File: src/rtl/sram_mem_arbiter_pkg.sv
// Shared definitions for the SRAM-like request arbiter.
//   src_e   : source tag stored in the order FIFO (0 = fetch, 1 = data)
//   state_e : grant FSM states
//   SIZE_WORD    : access size driven for instruction fetches
//   STARVE_LIMIT : consecutive data accepts tolerated while a fetch waits
package sram_mem_arbiter_pkg;

   typedef enum logic {
      SRC_INST = 1'b0,
      SRC_DATA = 1'b1
   } src_e;

   typedef enum logic [1:0] {
      IDLE   = 2'd0,
      HOLD_I = 2'd1,
      HOLD_D = 2'd2
   } state_e;

   localparam logic [2:0] SIZE_WORD    = 3'd2;
   localparam int         STARVE_LIMIT = 4;

endpackage

File: src/rtl/sram_mem_arbiter_if.sv
// One SRAM-like channel: request fields flow master -> slave, the
// address/data handshakes and read data flow slave -> master.
//   master : issues requests (CPU side, or the arbiter towards memory)
//   slave  : accepts requests (the arbiter towards the CPU, or the memory)
interface sram_mem_arbiter_if;

   logic        req;
   logic        cache;
   logic        wr;
   logic [3:0]  wstrb;
   logic [2:0]  size;
   logic [31:0] addr;
   logic [31:0] wdata;
   logic        addr_ok;
   logic        data_ok;
   logic [31:0] rdata;

   modport master (
      output req, cache, wr, wstrb, size, addr, wdata,
      input  addr_ok, data_ok, rdata
   );

   modport slave (
      input  req, cache, wr, wstrb, size, addr, wdata,
      output addr_ok, data_ok, rdata
   );

endinterface

File: src/rtl/sram_mem_arbiter_order_fifo.sv
// In-order source FIFO: remembers which requester issued each accepted
// transaction so responses can be routed back.
//   clk, resetn : clock, asynchronous active-low reset
//   push, din   : enqueue a source tag
//   pop         : dequeue the head (ignored when empty)
//   full, empty : occupancy flags derived from a registered count
//   head        : source tag of the oldest outstanding transaction
module sram_mem_arbiter_order_fifo
   import sram_mem_arbiter_pkg::*;
#(
   parameter int DEPTH = 4,
   parameter int PTR_W = $clog2(DEPTH)
) (
   input  logic clk,
   input  logic resetn,
   input  logic push,
   input  src_e din,
   input  logic pop,
   output logic full,
   output logic empty,
   output src_e head
);

   src_e             slots [DEPTH];
   logic [PTR_W-1:0] wr_ptr;
   logic [PTR_W-1:0] rd_ptr;
   logic [PTR_W:0]   count;
   logic             pop_en;
   logic             push_en;

   assign pop_en  = pop && !empty;
   // A pop in the same cycle frees the slot, so a push into a full FIFO is legal then.
   assign push_en = push && (!full || pop_en);

   // NOTE: sequential state uses non-blocking assignments so every flop
   // samples pre-edge values regardless of statement order.
   always_ff @(posedge clk or negedge resetn) begin
      if (!resetn) begin
         wr_ptr <= '0;
         rd_ptr <= '0;
         count  <= '0;
      end else begin
         if (push_en) wr_ptr <= wr_ptr + 1'b1;
         if (pop_en)  rd_ptr <= rd_ptr + 1'b1;
         case ({push_en, pop_en})
            2'b10:   count <= count + 1'b1;
            2'b01:   count <= count - 1'b1;
            default: count <= count;
         endcase
      end
   end

   // NOTE: the storage array is not reset; count/pointers alone define which
   // slots are valid, so resetting it would only add reset fan-out.
   always_ff @(posedge clk) begin
      if (push_en) slots[wr_ptr] <= din;
   end

   assign full  = (count == (PTR_W + 1)'(DEPTH));
   assign empty = (count == '0);
   assign head  = slots[rd_ptr];

endmodule

File: src/rtl/sram_mem_arbiter.sv
// Merges the CPU fetch and data SRAM-like channels onto one memory port.
// Data has priority, a grant is locked until the memory accepts it, and a
// fetch waiting behind STARVE_LIMIT data accepts wins the next choice.
// Responses return in order and are steered by the order FIFO head.
//   clk, resetn : clock, asynchronous active-low reset
//   inst        : fetch channel (slave side)
//   data        : data channel (slave side)
//   mem         : shared downstream channel (master side)
//   resp_err    : sticky, a response arrived with nothing outstanding
module sram_mem_arbiter
   import sram_mem_arbiter_pkg::*;
#(
   parameter int OUTSTANDING = 4,
   parameter int PTR_W       = $clog2(OUTSTANDING)
) (
   input  logic                 clk,
   input  logic                 resetn,
   sram_mem_arbiter_if.slave    inst,
   sram_mem_arbiter_if.slave    data,
   sram_mem_arbiter_if.master   mem,
   output logic                 resp_err
);

   state_e     state;
   state_e     state_nxt;
   src_e       grant;
   logic       grant_req;
   logic [2:0] starve_cnt;
   logic       fifo_full;
   logic       fifo_empty;
   src_e       fifo_head;
   logic       accept;
   logic       resp_valid;
   logic       unused_inst;

   // Fetches are read-only word accesses; their write-side fields are ignored.
   assign unused_inst = ^{inst.wr, inst.wstrb, inst.size, inst.wdata};

   // ---------------- FSM: state register ----------------
   always_ff @(posedge clk or negedge resetn) begin
      if (!resetn) state <= IDLE;
      else         state <= state_nxt;
   end

   // ---------------- FSM: output (grant selection) ----------------
   // NOTE: every signal written in always_comb gets a default first so no
   // path leaves it unassigned and no latch is inferred.
   always_comb begin
      grant = SRC_DATA;
      case (state)
         HOLD_I: grant = SRC_INST;
         HOLD_D: grant = SRC_DATA;
         default: begin
            if (starve_cnt >= 3'(STARVE_LIMIT) && inst.req) grant = SRC_INST;
            else if (data.req)                              grant = SRC_DATA;
            else if (inst.req)                              grant = SRC_INST;
         end
      endcase
      grant_req = (grant == SRC_INST) ? inst.req : data.req;
   end

   // ---------------- FSM: next state ----------------
   // While the order FIFO is full nothing can be presented, so the state is frozen.
   always_comb begin
      state_nxt = state;
      if (!fifo_full) begin
         case (state)
            IDLE: begin
               if (grant_req && !mem.addr_ok)
                  state_nxt = (grant == SRC_INST) ? HOLD_I : HOLD_D;
            end
            HOLD_I, HOLD_D: begin
               // A dropped request is a protocol violation; release the lock.
               if (!grant_req || mem.addr_ok) state_nxt = IDLE;
            end
            default: state_nxt = IDLE;
         endcase
      end
   end

   // ---------------- Downstream request mux ----------------
   assign mem.req   = resetn && grant_req && !fifo_full;
   assign mem.cache = (grant == SRC_INST) ? inst.cache : data.cache;
   assign mem.wr    = (grant == SRC_INST) ? 1'b0       : data.wr;
   assign mem.wstrb = (grant == SRC_INST) ? 4'h0       : data.wstrb;
   assign mem.size  = (grant == SRC_INST) ? SIZE_WORD  : data.size;
   assign mem.addr  = (grant == SRC_INST) ? inst.addr  : data.addr;
   assign mem.wdata = (grant == SRC_INST) ? 32'h0      : data.wdata;

   assign accept       = mem.req && mem.addr_ok;
   assign inst.addr_ok = accept && (grant == SRC_INST);
   assign data.addr_ok = accept && (grant == SRC_DATA);

   // ---------------- Response steering ----------------
   assign resp_valid   = resetn && mem.data_ok && !fifo_empty;
   assign inst.data_ok = resp_valid && (fifo_head == SRC_INST);
   assign data.data_ok = resp_valid && (fifo_head == SRC_DATA);
   assign inst.rdata   = mem.rdata;
   assign data.rdata   = mem.rdata;

   sram_mem_arbiter_order_fifo #(
      .DEPTH (OUTSTANDING),
      .PTR_W (PTR_W)
   ) u_order_fifo (
      .clk    (clk),
      .resetn (resetn),
      .push   (accept),
      .din    (grant),
      .pop    (mem.data_ok),
      .full   (fifo_full),
      .empty  (fifo_empty),
      .head   (fifo_head)
   );

   // Counts data accepts made while a fetch was waiting; any fetch accept,
   // or a data accept with no fetch waiting, ends the streak.
   always_ff @(posedge clk or negedge resetn) begin
      if (!resetn) begin
         starve_cnt <= '0;
      end else if (accept) begin
         if (grant == SRC_INST || !inst.req)          starve_cnt <= '0;
         else if (starve_cnt != 3'(STARVE_LIMIT))     starve_cnt <= starve_cnt + 1'b1;
      end
   end

   always_ff @(posedge clk or negedge resetn) begin
      if (!resetn)                      resp_err <= 1'b0;
      else if (mem.data_ok && fifo_empty) resp_err <= 1'b1;
   end

endmodule

File: src/flat_wrapper.sv
// flat-port wrapper written by rule: the top's interface ports become plain ports
module sram_mem_arbiter_flat import sram_mem_arbiter_pkg::*;
#(
   parameter int OUTSTANDING = 4,
   parameter int PTR_W       = $clog2(OUTSTANDING)
)
  (clk, resetn, resp_err, inst_req, inst_cache, inst_wr, inst_wstrb, inst_size, inst_addr, inst_wdata, inst_addr_ok, inst_data_ok, inst_rdata, data_req, data_cache, data_wr, data_wstrb, data_size, data_addr, data_wdata, data_addr_ok, data_data_ok, data_rdata, mem_req, mem_cache, mem_wr, mem_wstrb, mem_size, mem_addr, mem_wdata, mem_addr_ok, mem_data_ok, mem_rdata);
  sram_mem_arbiter_if inst_i ();
  sram_mem_arbiter_if data_i ();
  sram_mem_arbiter_if mem_i ();
  input  logic clk;
  input  logic resetn;
  output logic resp_err;
  input wire logic [$bits(inst_i.req)-1:0] inst_req;
  input wire logic [$bits(inst_i.cache)-1:0] inst_cache;
  input wire logic [$bits(inst_i.wr)-1:0] inst_wr;
  input wire logic [$bits(inst_i.wstrb)-1:0] inst_wstrb;
  input wire logic [$bits(inst_i.size)-1:0] inst_size;
  input wire logic [$bits(inst_i.addr)-1:0] inst_addr;
  input wire logic [$bits(inst_i.wdata)-1:0] inst_wdata;
  output wire logic [$bits(inst_i.addr_ok)-1:0] inst_addr_ok;
  output wire logic [$bits(inst_i.data_ok)-1:0] inst_data_ok;
  output wire logic [$bits(inst_i.rdata)-1:0] inst_rdata;
  input wire logic [$bits(data_i.req)-1:0] data_req;
  input wire logic [$bits(data_i.cache)-1:0] data_cache;
  input wire logic [$bits(data_i.wr)-1:0] data_wr;
  input wire logic [$bits(data_i.wstrb)-1:0] data_wstrb;
  input wire logic [$bits(data_i.size)-1:0] data_size;
  input wire logic [$bits(data_i.addr)-1:0] data_addr;
  input wire logic [$bits(data_i.wdata)-1:0] data_wdata;
  output wire logic [$bits(data_i.addr_ok)-1:0] data_addr_ok;
  output wire logic [$bits(data_i.data_ok)-1:0] data_data_ok;
  output wire logic [$bits(data_i.rdata)-1:0] data_rdata;
  output wire logic [$bits(mem_i.req)-1:0] mem_req;
  output wire logic [$bits(mem_i.cache)-1:0] mem_cache;
  output wire logic [$bits(mem_i.wr)-1:0] mem_wr;
  output wire logic [$bits(mem_i.wstrb)-1:0] mem_wstrb;
  output wire logic [$bits(mem_i.size)-1:0] mem_size;
  output wire logic [$bits(mem_i.addr)-1:0] mem_addr;
  output wire logic [$bits(mem_i.wdata)-1:0] mem_wdata;
  input wire logic [$bits(mem_i.addr_ok)-1:0] mem_addr_ok;
  input wire logic [$bits(mem_i.data_ok)-1:0] mem_data_ok;
  input wire logic [$bits(mem_i.rdata)-1:0] mem_rdata;
  assign inst_i.req = inst_req;
  assign inst_i.cache = inst_cache;
  assign inst_i.wr = inst_wr;
  assign inst_i.wstrb = inst_wstrb;
  assign inst_i.size = inst_size;
  assign inst_i.addr = inst_addr;
  assign inst_i.wdata = inst_wdata;
  assign inst_addr_ok = inst_i.addr_ok;
  assign inst_data_ok = inst_i.data_ok;
  assign inst_rdata = inst_i.rdata;
  assign data_i.req = data_req;
  assign data_i.cache = data_cache;
  assign data_i.wr = data_wr;
  assign data_i.wstrb = data_wstrb;
  assign data_i.size = data_size;
  assign data_i.addr = data_addr;
  assign data_i.wdata = data_wdata;
  assign data_addr_ok = data_i.addr_ok;
  assign data_data_ok = data_i.data_ok;
  assign data_rdata = data_i.rdata;
  assign mem_req = mem_i.req;
  assign mem_cache = mem_i.cache;
  assign mem_wr = mem_i.wr;
  assign mem_wstrb = mem_i.wstrb;
  assign mem_size = mem_i.size;
  assign mem_addr = mem_i.addr;
  assign mem_wdata = mem_i.wdata;
  assign mem_i.addr_ok = mem_addr_ok;
  assign mem_i.data_ok = mem_data_ok;
  assign mem_i.rdata = mem_rdata;
  sram_mem_arbiter #(.OUTSTANDING(OUTSTANDING), .PTR_W(PTR_W)) u_core (.clk(clk), .resetn(resetn), .inst(inst_i), .data(data_i), .mem(mem_i), .resp_err(resp_err));
endmodule
File: config.mk
export PLATFORM = sky130hd
export DESIGN_NAME = sram_mem_arbiter_flat
export DESIGN_NICKNAME = d
export VERILOG_FILES = /design/src/rtl/sram_mem_arbiter_pkg.sv /design/src/rtl/sram_mem_arbiter_if.sv /design/src/rtl/sram_mem_arbiter_order_fifo.sv /design/src/rtl/sram_mem_arbiter.sv /design/src/flat_wrapper.sv
export SDC_FILE = /design/constraint.sdc
export NUM_CORES = 1
export LEC_CHECK = 0
export BUFFER_PORTS_ARGS = -buffer_cell sky130_fd_sc_hd__buf_2
export CORE_AREA = 2 2 126 128
export DETAILED_ROUTE_END_ITERATION = 10
export DIE_AREA = 0 0 128 130
export HOLD_SLACK_MARGIN = 0.03
export PLACE_DENSITY = 0.52
export SETUP_SLACK_MARGIN = 0.02
export SYNTH_ARGS = -nofsm -noshare
export SYNTH_HDL_FRONTEND = slang
export SYNTH_SLANG_ARGS = --single-unit
File: constraint.sdc
create_clock -name clk -period 7.2 [get_ports clk]
set_input_delay 2.16 -clock clk [delete_from_list [all_inputs] [get_ports clk]]
set_output_delay 2.16 -clock clk [all_outputs]
set_load 0.02 [all_outputs]
==> summary.md, run 1 <==
| Metric | Value |
|---|---|
| Gate count of the mapped netlist | 245 |
| Final worst hold slack | 0.460 ns |
| First-pass GRT wire length | 13.3 mm |
| Number of failing hold endpoints at the final stage | 0 |
| Slew headroom | 52.3% |
| # placed instances | 554 |
| Unique masters post-synth | 38 |
| Number of top-level design ports | 327 |
| Count of antenna-violating nets left after detailed routing | 0 |
| Count of state elements after synthesis | 17 |
| Top cell type by total area after synthesis | sky130_fd_sc_hd__buf_4 |
| Required @ worst endpoint | 5.04 ns |
| Number of global-route vias before repair | 2,001 |
| Cell area after synthesis | 2290 µm² |
| Final-stage net count | 561 |
| Maximum number of pins on one net before global-route repair | 60 |
| Power per Cell Area | 401 nW/µm² |
| Status | complete, no violations |
| Final Instance Count excl. Fillers | 559 |
| Critical path capture point type | output pin |
| Placer congestion estimate | 0.849 |
| CTS root buf | sky130_fd_sc_hd__clkbuf_16 |
| Area growth, synth to finish | 31.3% |
| Share of async-settable or async-resettable flops after synthesis | 76.5% |
| Die span in x | 128 µm |
| Net count of the mapped netlist | 439 |
| Via/cell ratio | 3.76 |
| Number of resized instances in the post-cts repair step | 0 |
| DR vias | 2,101 |
| Initial core utilization | 14.8% |
| Quantity of I/O buffers inserted on ports | 190 |
| Combined area of the multi-input logic cells | 1210 µm² |
| Total setup violations reported at the end of the flow | 0 |
| Time the final worst path needs with I/O delays and setup | 6.12 ns |
| Worst skew pair latency | 0.25 ns |
| Sort of element at the start of the critical path | primary input |
| Number of buffers on the longest clock path | 2 |
| Die Span Y | 130 µm |
| Fill cell count | 1,748 |
| First-pass iteration count of the detailed router | 4 |
| Leakage component of the power | 1.55 nW |
| Clock transition at the registers of the reported paths | 0.05 ns |
| Total Die Area | 16,600 µm² |
| Number of design rule violations left after detail routing | 0 |
| Total power | 1.21 mW |
| Final period util | 85.0% |
| Global route overflow | 0 |
| Post-detail-place hpwl | 9.07 mm |
| Highest Clock Rate | 163 MHz |
| Cell with the biggest individual delay on the critical path | sky130_fd_sc_hd__a31oi_4 |
| Warning count from the yosys run | 0 |
| Critical setup path kind | in2out |
| H-tree depth reported by CTS | 1 |
| Sequential area share after synthesis | 19.5% |
| Highest ir drop seen on vdd | 0.000143 V |
| Transition time at the pin with the least slew margin | 0.716 ns |
| Commonest non-fill, non-tap cell in the layout | sky130_fd_sc_hd__buf_2 |
| RSZ-0062 raised after global routing | false |
| Average size of a mapped cell | 9.35 µm² |
| Top post-synthesis cells by area | sky130_fd_sc_hd__buf_4 (22%), sky130_fd_sc_hd__mux2_2 (16%), sky130_fd_sc_hd__dfrtp_1 (14%) |
| Data arrival at the endpoint of the critical path | 3.96 ns |
| Hold bufs inserted after CTS | 0 |
| Final routed wirelength across all metal layers | 10.3 mm |
| Total Neg Setup Slack | 0 ns |
| Clk sinks | 17 |
| Commonest cells after routing, fill and taps aside | sky130_fd_sc_hd__buf_2 (190), sky130_fd_sc_hd__and2_1 (44), sky130_fd_sc_hd__mux2_2 (33) |
| Sequential cell area | 445 µm² |
| Tightest Hold Check Type | reg2reg |
| DRC marker count from the first detailed-route iteration | 71 |
| Number of flops mapped to enable cells by yosys | 4 |
| Share of post-route cells with drive strength above 1 | 65.8% |
| Detailed-route wire length per cell | 18.3 µm |
| Global routing usage summed across all routing layers | 11.4% |
| Largest clock skew in the final design | 0.00402 ns |
| Max capacitance violation total | 0 |
| Standard cell core area | 15,400 µm² |
| Core Rows | 46 |
| Worst Path Max Fanout | 59 |
| Critical path cell sequence | buf_2 -> nand2b_1 -> a31oi_4 -> buf_12 -> mux2_2 -> buf_2 |
| Max incr delay on CP | 0.62 ns |
| Number of buffers inserted during clock tree synthesis | 3 |
| Fin. max-slew vios | 0 |
| Area share of the largest cell type after synthesis | 21.6% |
| Most frequent cell on the critical path | sky130_fd_sc_hd__buf_2 |
| Post-CTS setup buffer count | 0 |
| CP delay by family, top | compound AO/OA/AOI/OAI gates |
| Antenna violations before repair | 9 |
| Primary FF master, synth | sky130_fd_sc_hd__dfrtp_1 |
| TritonCTS clock tree | yes |
| Worst path bufs/invs | 3 |
-- per-layer routing --
layer / global-route usage [%] / routed length (µm) / up-vias
met5: 0 / 13 / -
met4: 1.68 / 109 / 2
met3: 5.21 / 1390 / 17
met2: 16.4 / 4050 / 170
met1: 16.0 / 4700 / 930
li1: - / - / 982
-- layout make-up --
type                            instances  area share [%]
Antenna cell                            1          0.0832
Clock buffer                            3            2.50
Clock inverter                          1           0.166
Inverter                               12            1.50
Multi-Input combinational cell        141            40.4
Sequential cell                        17            14.8
Tap cell                              192            7.99
Timing Repair Buffer                  192            32.5
-- flip-flops by register name, summed over array words and instances, names as in the netlist --
register and cells:
u_core.u_order_fifo.slots 4, u_core.starve_cnt 3, u_core.u_order_fifo.count 3, u_core.resp_err 1
u_core.u_order_fifo.rd_ptr 2, u_core.state 2, u_core.u_order_fifo.wr_ptr 2
-- per-stage QoR --
stage               util, %  setup slack, ns  instance area (µm²)
finish                 19.5             1.08                 3010
floorplan                 -             1.82                 2290
global route           19.5            0.963                 3000
CTS                    19.5             1.06                 3000
detailed placement     19.0             1.06                 2920
global placement       19.0             1.07                 2920
-- final timing paths --
check / slack, ns / cells past startpoint / end / startpoint
setup / recovery: 1.08 / 6 / mem_addr[3] / data_req
hold / removal: 0.46 / 1 / u_core.resp_err / u_core.resp_err
setup reg to reg: 4.60 / 12 / u_core.u_order_fifo.count[2] / u_core.state[0]
hold reg to reg: 0.46 / 1 / u_core.resp_err / u_core.resp_err
max in group asynchronous: 5.09 / 1 / u_core.state[0] / resetn
min in group asynchronous: 1.83 / 1 / u_core.u_order_fifo.wr_ptr[1] / resetn
-- report_power, final --
part	switching [mW]	internal, mW	total (mW)
Sequential	0.0315	0.137	0.169
Combinational	0.546	0.379	0.925
Clock	0.0366	0.0743	0.111
Total	0.614	0.591	1.21
-- cell families (layout without fill, tap and decap cells) --
family	Yosys count	count (layout)	share of synthesized area, %
flops	17	17	19.5
simple gates	70	70	19.2
fa+ha+maj	10	10	5.79
buf+inv	87	208	27.5
xor+xnor	6	6	2.30
other cells	0	1	0
mux	38	38	19.2
compound gates	17	17	6.56
-- worst reg2reg max path: stages, from the launching register on --
cell and delay (ns):
sky130_fd_sc_hd__dfrtp_1 0.38, sky130_fd_sc_hd__inv_1 0.10, sky130_fd_sc_hd__ha_1 0.28, sky130_fd_sc_hd__mux2i_1 0.34
sky130_fd_sc_hd__a211oi_2 0.11, sky130_fd_sc_hd__buf_4 0.19, sky130_fd_sc_hd__inv_2 0.11, sky130_fd_sc_hd__ha_1 0.19
sky130_fd_sc_hd__inv_1 0.06, sky130_fd_sc_hd__fa_1 0.37, sky130_fd_sc_hd__xor2_1 0.15, sky130_fd_sc_hd__nor2_1 0.12
sky130_fd_sc_hd__xor2_1 0.15
-- synthesized netlist by cell type, types with 2 or more instances --
| master | number |
|---|---|
| sky130_fd_sc_hd__a21oi_1 | 2 |
| sky130_fd_sc_hd__a22o_1 | 2 |
| sky130_fd_sc_hd__and2_1 | 44 |
| sky130_fd_sc_hd__and3_1 | 2 |
| sky130_fd_sc_hd__buf_2 | 2 |
| sky130_fd_sc_hd__buf_4 | 66 |
| sky130_fd_sc_hd__buf_6 | 7 |
| sky130_fd_sc_hd__dfrtp_1 | 13 |
| sky130_fd_sc_hd__edfxtp_1 | 4 |
| sky130_fd_sc_hd__ha_1 | 9 |
| sky130_fd_sc_hd__inv_1 | 11 |
| sky130_fd_sc_hd__mux2_2 | 33 |
| sky130_fd_sc_hd__mux2i_1 | 3 |
| sky130_fd_sc_hd__nand2_1 | 8 |
| sky130_fd_sc_hd__nand2b_1 | 3 |
| sky130_fd_sc_hd__nand3_1 | 3 |
| sky130_fd_sc_hd__nor2_1 | 4 |
| sky130_fd_sc_hd__o21ai_0 | 4 |
| sky130_fd_sc_hd__o2bb2ai_2 | 2 |
| sky130_fd_sc_hd__xnor2_1 | 3 |
| sky130_fd_sc_hd__xor2_1 | 3 |
No activity file was read; power rests on OpenSTA's default activity.
==> run 2: changes to the inputs <==
--- a/config.mk
+++ b/config.mk
@@ -6,9 +6,9 @@
 export NUM_CORES = 1
 export LEC_CHECK = 0
 export BUFFER_PORTS_ARGS = -buffer_cell sky130_fd_sc_hd__buf_2
-export CORE_AREA = 2 2 126 128
+export CORE_AREA = 2 2 129 131
 export DETAILED_ROUTE_END_ITERATION = 10
-export DIE_AREA = 0 0 128 130
+export DIE_AREA = 0 0 131 133
 export HOLD_SLACK_MARGIN = 0.03
 export PLACE_DENSITY = 0.52
 export SETUP_SLACK_MARGIN = 0.02
==> constraint.sdc (replaced) <==
create_clock -name clk -period 5.6 [get_ports clk]
set_input_delay 1.68 -clock clk [delete_from_list [all_inputs] [get_ports clk]]
set_output_delay 1.68 -clock clk [all_outputs]
set_load 0.02 [all_outputs]
==> run 2 against run 1 <==
Clock skew grew 0.0019 ns. Non-clock buffer count rose by 2. Cell count up 5.4%. Critical path depth unchanged. Critical path type unchanged.
==> summary.md, run 2 (synthesis results as in run 1) <==
| Metric | Value |
|---|---|
| Number of flip-flops under the largest register name | 4 |
| TritonCTS clock tree | yes |
| Largest reg by FF count | u_core.u_order_fifo.slots |
| Post-detail-place hpwl | 7.65 mm |
| Max incr delay on CP | 0.43 ns |
| Quantity of I/O buffers inserted on ports | 190 |
| Worst skew pair latency | 0.25 ns |
| Critical path capture point type | output pin |
| Antenna violations before repair | 1 |
| Hold bufs inserted after CTS | 0 |
| Total power | 1.56 mW |
| Maximum number of pins on one net before global-route repair | 46 |
| Placer congestion estimate | 0.704 |
| Most frequent cell on the critical path | sky130_fd_sc_hd__buf_2 |
| Tightest Hold Check Type | reg2reg |
| # placed instances | 584 |
| Fill cell count | 1,793 |
| Worst Path Max Fanout | 45 |
| Share of post-route cells with drive strength above 1 | 66.0% |
| Instance area after placement | 2960 µm² |
| Commonest non-fill, non-tap cell in the layout | sky130_fd_sc_hd__buf_2 |
| Fin. max-slew vios | 0 |
| Number of top-level design ports | 327 |
| DR vias | 2,010 |
| Number of global-route vias before repair | 1,903 |
| Final Instance Count excl. Fillers | 589 |
| Total Die Area | 17,400 µm² |
| Cell with the biggest individual delay on the critical path | sky130_fd_sc_hd__mux2_2 |
| Required @ worst endpoint | 3.92 ns |
| Final worst hold slack | 0.452 ns |
| First-pass iteration count of the detailed router | 4 |
| Time the final worst path needs with I/O delays and setup | 4.82 ns |
| CP delay by family, top | buffers and inverters |
| Power per Cell Area | 512 nW/µm² |
| Final period util | 86.2% |
| Final core area utilization | 18.8% |
| Highest Clock Rate | 207 MHz |
| Post-CTS setup buffer count | 0 |
| Critical setup path kind | in2out |
| Area growth, synth to finish | 33.1% |
| Worst path bufs/invs | 3 |
| Initial core utilization | 14.2% |
| Non-Filler Cell Area, Final | 3050 µm² |
| Max capacitance violation total | 0 |
| Slew headroom | 70.8% |
| Status | complete, no violations |
| Highest ir drop seen on vdd | 0.000189 V |
| Global route overflow | 0 |
| Transition time at the pin with the least slew margin | 0.438 ns |
| Die span in x | 131 µm |
| Via/cell ratio | 3.41 |
| Smallest setup slack after layout | 0.775 ns |
| Commonest cells after routing, fill and taps aside | sky130_fd_sc_hd__buf_2 (190), sky130_fd_sc_hd__and2_1 (44), sky130_fd_sc_hd__mux2_2 (33) |
| Core Rows | 47 |
| Critical path cell sequence | buf_2 -> nand2b_1 -> a31oi_4 -> buf_4 -> mux2_2 -> buf_2 |
| Standard cell core area | 16,200 µm² |
| Die Span Y | 133 µm |
| H-tree depth reported by CTS | 1 |
| Number of resized instances in the post-cts repair step | 0 |
| Total Neg Setup Slack | 0 ns |
| Final routed wirelength across all metal layers | 8.75 mm |
| Global routing usage summed across all routing layers | 8.98% |
| Number of buffers inserted during clock tree synthesis | 3 |
| Clock transition at the registers of the reported paths | 0.05 ns |
| Largest clock skew in the final design | 0.00591 ns |
| Sort of element at the start of the critical path | primary input |
| Final-stage net count | 563 |
| CTS root buf | sky130_fd_sc_hd__clkbuf_16 |
| First-pass GRT wire length | 11.6 mm |
| RSZ-0062 raised after global routing | false |
| Leakage component of the power | 1.55 nW |
| DRC marker count from the first detailed-route iteration | 87 |
| Worst setup slack before clock tree synthesis | 0.756 ns |
| Clk sinks | 17 |
| Count of antenna-violating nets left after detailed routing | 0 |
| Data arrival at the endpoint of the critical path | 3.14 ns |
| Number of failing hold endpoints at the final stage | 0 |
| Number of buffers on the longest clock path | 2 |
| Number of design rule violations left after detail routing | 0 |
| Total setup violations reported at the end of the flow | 0 |
| Detailed-route wire length per cell | 14.9 µm |
| Largest registers | u_core.u_order_fifo.slots: 4 flops, u_core.starve_cnt: 3 flops, u_core.u_order_fifo.count: 3 flops |
==> run 2: cell count changes in the layout (fill, tap and decap cells not counted), sizes merged <==
cell / previous run / this run
buf: 192 / 194
clkinv: 1 / 0
clkinvlp: 0 / 1
==> run 2: area by class of cell <==
class / instances / area [µm²] / area share (%)
well taps: 220 / 275 / 9.03
repair buffers: 194 / 981 / 32.2
clock inverters: 1 / 7.51 / 0.246
inverters: 12 / 45.0 / 1.48
diodes: 1 / 2.50 / 0.0821
flip-flops and latches: 17 / 445 / 14.6
multi-input cells: 141 / 1210 / 39.9
clock buffers: 3 / 75.1 / 2.46
==> run 2: path summary, 6_finish.rpt <==
| check | start | end | slack, ns | depth (start not counted) |
|---|---|---|---|---|
| setup / recovery | data_req | mem_addr[19] | 0.78 | 6 |
| hold / removal | u_core.resp_err | u_core.resp_err | 0.45 | 1 |
| setup reg to reg | u_core.state[0] | u_core.u_order_fifo.count[2] | 3.08 | 11 |
| hold reg to reg | u_core.resp_err | u_core.resp_err | 0.45 | 1 |
| max in group asynchronous | resetn | u_core.u_order_fifo.count[1] | 4.02 | 2 |
| min in group asynchronous | resetn | u_core.u_order_fifo.rd_ptr[1] | 1.40 | 2 |
==> run 2: routing by layer <==
metal  wire length [µm]  vias to the layer above  track usage [%]
li1                   -                      983                -
met1               3730                      886             11.5
met2               4080                      134             15.0
met3                861                        7             2.51
met4                 79                        0             2.01
met5                  0                        -                0
==> run 2: power breakdown <==
| part | internal (mW) | total, mW | leakage [nW] | switching, mW |
|---|---|---|---|---|
| clock | 0.0965 | 0.146 | 0.0371 | 0.0499 |
| combinational | 0.481 | 1.20 | 1.31 | 0.717 |
| sequential | 0.176 | 0.216 | 0.195 | 0.0398 |
==> run 3: changes to the inputs <==
--- a/config.mk
+++ b/config.mk
@@ -11,6 +11,7 @@
 export DIE_AREA = 0 0 131 133
 export HOLD_SLACK_MARGIN = 0.03
 export PLACE_DENSITY = 0.52
+export REMOVE_ABC_BUFFERS = 1
 export SETUP_SLACK_MARGIN = 0.02
 export SYNTH_ARGS = -nofsm -noshare
 export SYNTH_HDL_FRONTEND = slang
==> run 3 against run 2 <==
Via count grew 6.9%. Global-route usage increased by 4.3 points. Non-clock buffer count down 1.
==> summary.md, run 3 (synthesis results as in run 1) <==
| Metric | Value |
|---|---|
| Area growth, synth to finish | 33.2% |
| Global routing usage summed across all routing layers | 13.3% |
| Total Neg Setup Slack | 0 ns |
| Core Rows | 47 |
| Smallest setup slack after layout | 0.867 ns |
| Largest registers | u_core.u_order_fifo.slots: 4 flops, u_core.starve_cnt: 3 flops, u_core.u_order_fifo.count: 3 flops |
| First-pass iteration count of the detailed router | 4 |
| Hold bufs inserted after CTS | 0 |
| Number of design rule violations left after detail routing | 0 |
| Die Span Y | 133 µm |
| Worst skew pair latency | 0.25 ns |
| Initial core utilization | 14.2% |
| Quantity of I/O buffers inserted on ports | 190 |
| Sort of element at the start of the critical path | primary input |
| Number of global-route vias before repair | 2,055 |
| Post-detail-place hpwl | 11.1 mm |
| Worst setup slack before clock tree synthesis | 0.854 ns |
| Largest reg by FF count | u_core.u_order_fifo.slots |
| Cell with the biggest individual delay on the critical path | sky130_fd_sc_hd__mux2_2 |
| Number of resized instances in the post-cts repair step | 0 |
| Antenna violations before repair | 1 |
| Most frequent cell on the critical path | sky130_fd_sc_hd__buf_2 |
| Count of antenna-violating nets left after detailed routing | 0 |
| Number of buffers on the longest clock path | 2 |
| Status | complete, no violations |
| Via/cell ratio | 3.65 |
| Max capacitance violation total | 0 |
| H-tree depth reported by CTS | 1 |
| Final-stage net count | 562 |
| Number of flip-flops under the largest register name | 4 |
| Startpoint of the worst-slack reg-to-reg timing path | u_core.state[0] |
| Startpoint of the lowest-slack hold path | u_core.resp_err |
| Commonest non-fill, non-tap cell in the layout | sky130_fd_sc_hd__buf_2 |
| Power per Cell Area | 522 nW/µm² |
| Total power | 1.59 mW |
| Required @ worst endpoint | 3.92 ns |
| Worst Path Max Fanout | 81 |
| RSZ-0062 raised after global routing | false |
| Critical path capture point type | output pin |
| Clk sinks | 17 |
| Die span in x | 131 µm |
| Critical path cell sequence | buf_2 -> nand2b_1 -> a31oi_4 -> buf_12 -> mux2_2 -> buf_2 |
| Critical Path Start | data_req |
| Largest clock skew in the final design | 0.00217 ns |
| Highest ir drop seen on vdd | 0.000191 V |
| Slew headroom | 73.9% |
| Placer congestion estimate | 0.876 |
| Share of post-route cells with drive strength above 1 | 65.9% |
| Number of failing hold endpoints at the final stage | 0 |
| Number of buffers inserted during clock tree synthesis | 3 |
| Time the final worst path needs with I/O delays and setup | 4.73 ns |
| Detailed-route wire length per cell | 21.0 µm |
| TritonCTS clock tree | yes |
| CTS root buf | sky130_fd_sc_hd__clkbuf_16 |
| Final period util | 84.5% |
| Total setup violations reported at the end of the flow | 0 |
| Number of top-level design ports | 327 |
| Final routed wirelength across all metal layers | 12.3 mm |
| Post-CTS setup buffer count | 0 |
| Total Die Area | 17,400 µm² |
| Leakage component of the power | 1.55 nW |
| Maximum number of pins on one net before global-route repair | 82 |
| Highest Clock Rate | 211 MHz |
| First-pass GRT wire length | 15.9 mm |
| Clock transition at the registers of the reported paths | 0.05 ns |
| Global route overflow | 0 |
| DRC marker count from the first detailed-route iteration | 84 |
| Standard cell core area | 16,200 µm² |
| Transition time at the pin with the least slew margin | 0.391 ns |
| Commonest cells after routing, fill and taps aside | sky130_fd_sc_hd__buf_2 (190), sky130_fd_sc_hd__and2_1 (44), sky130_fd_sc_hd__mux2_2 (33) |
| Instance area after placement | 2970 µm² |
| DR vias | 2,149 |
| Non-Filler Cell Area, Final | 3050 µm² |
| Tightest Hold Check Type | reg2reg |
| Fin. max-slew vios | 0 |
| Max incr delay on CP | 0.40 ns |
| Data arrival at the endpoint of the critical path | 3.05 ns |
| Critical setup path kind | in2out |
==> run 3: power by group <==
group	leakage (nW)	total, mW	internal [mW]	switching [mW]
combinational	1.31	1.23	0.488	0.743
sequential	0.195	0.216	0.176	0.0397
clock	0.0409	0.143	0.0955	0.0471
total	1.55	1.59	0.760	0.830
==> run 3: critical path, delay by kind of cell <==
family | cells | cell delay, ns
and+or+nand+nor | 1 | 0.10
buffers and inverters | 3 | 0.61
AOI/OAI and AO/OA | 1 | 0.21
muxes | 1 | 0.40
==> run 3: final cells by class <==
| class | instances | area [µm²] |
|---|---|---|
| diodes | 1 | 2.50 |
| clock buffers | 3 | 75.1 |
| clock inverters | 1 | 5.00 |
| fillers | 1805 | 13100 |
| inverters | 12 | 45.0 |
| multi-input cells | 141 | 1210 |
| flip-flops and latches | 17 | 445 |
| well taps | 220 | 275 |
| repair buffers | 193 | 986 |
==> run 3: through the flow <==
stage / std cells / utilization (%) / hold slack [ns]
after floorplan: 170 / - / 0.453
after global placement: 583 / 18.3 / 0.438
after detailed placement: 583 / 18.3 / 0.443
final: 588 / 18.9 / 0.456
after CTS: 587 / 18.8 / 0.455
after global routing: 587 / 18.8 / 0.482
==> run 3: layer usage <==
| metal | global-route usage [%] | up-vias | share of wire [%] |
|---|---|---|---|
| li1 | - | 980 | - |
| met1 | 17.6 | 940 | 44 |
| met2 | 14.8 | 227 | 31 |
| met3 | 14.7 | 2 | 25 |
| met4 | 0.532 | 0 | 0.016 |
| met5 | 0.588 | - | 0 |
==> run 3: final timing paths <==
kind                                                       to  slack, ns  cells after the start
worst min-delay path                          u_core.resp_err       0.46                      1
max in group asynchronous        u_core.u_order_fifo.count[2]       4.01                      2
worst max register to register   u_core.u_order_fifo.count[2]       3.05                     11
min in group asynchronous       u_core.u_order_fifo.rd_ptr[1]       1.41                      2
worst max-delay path                              mem_addr[5]       0.87                      6
worst min register to register                u_core.resp_err       0.46                      1
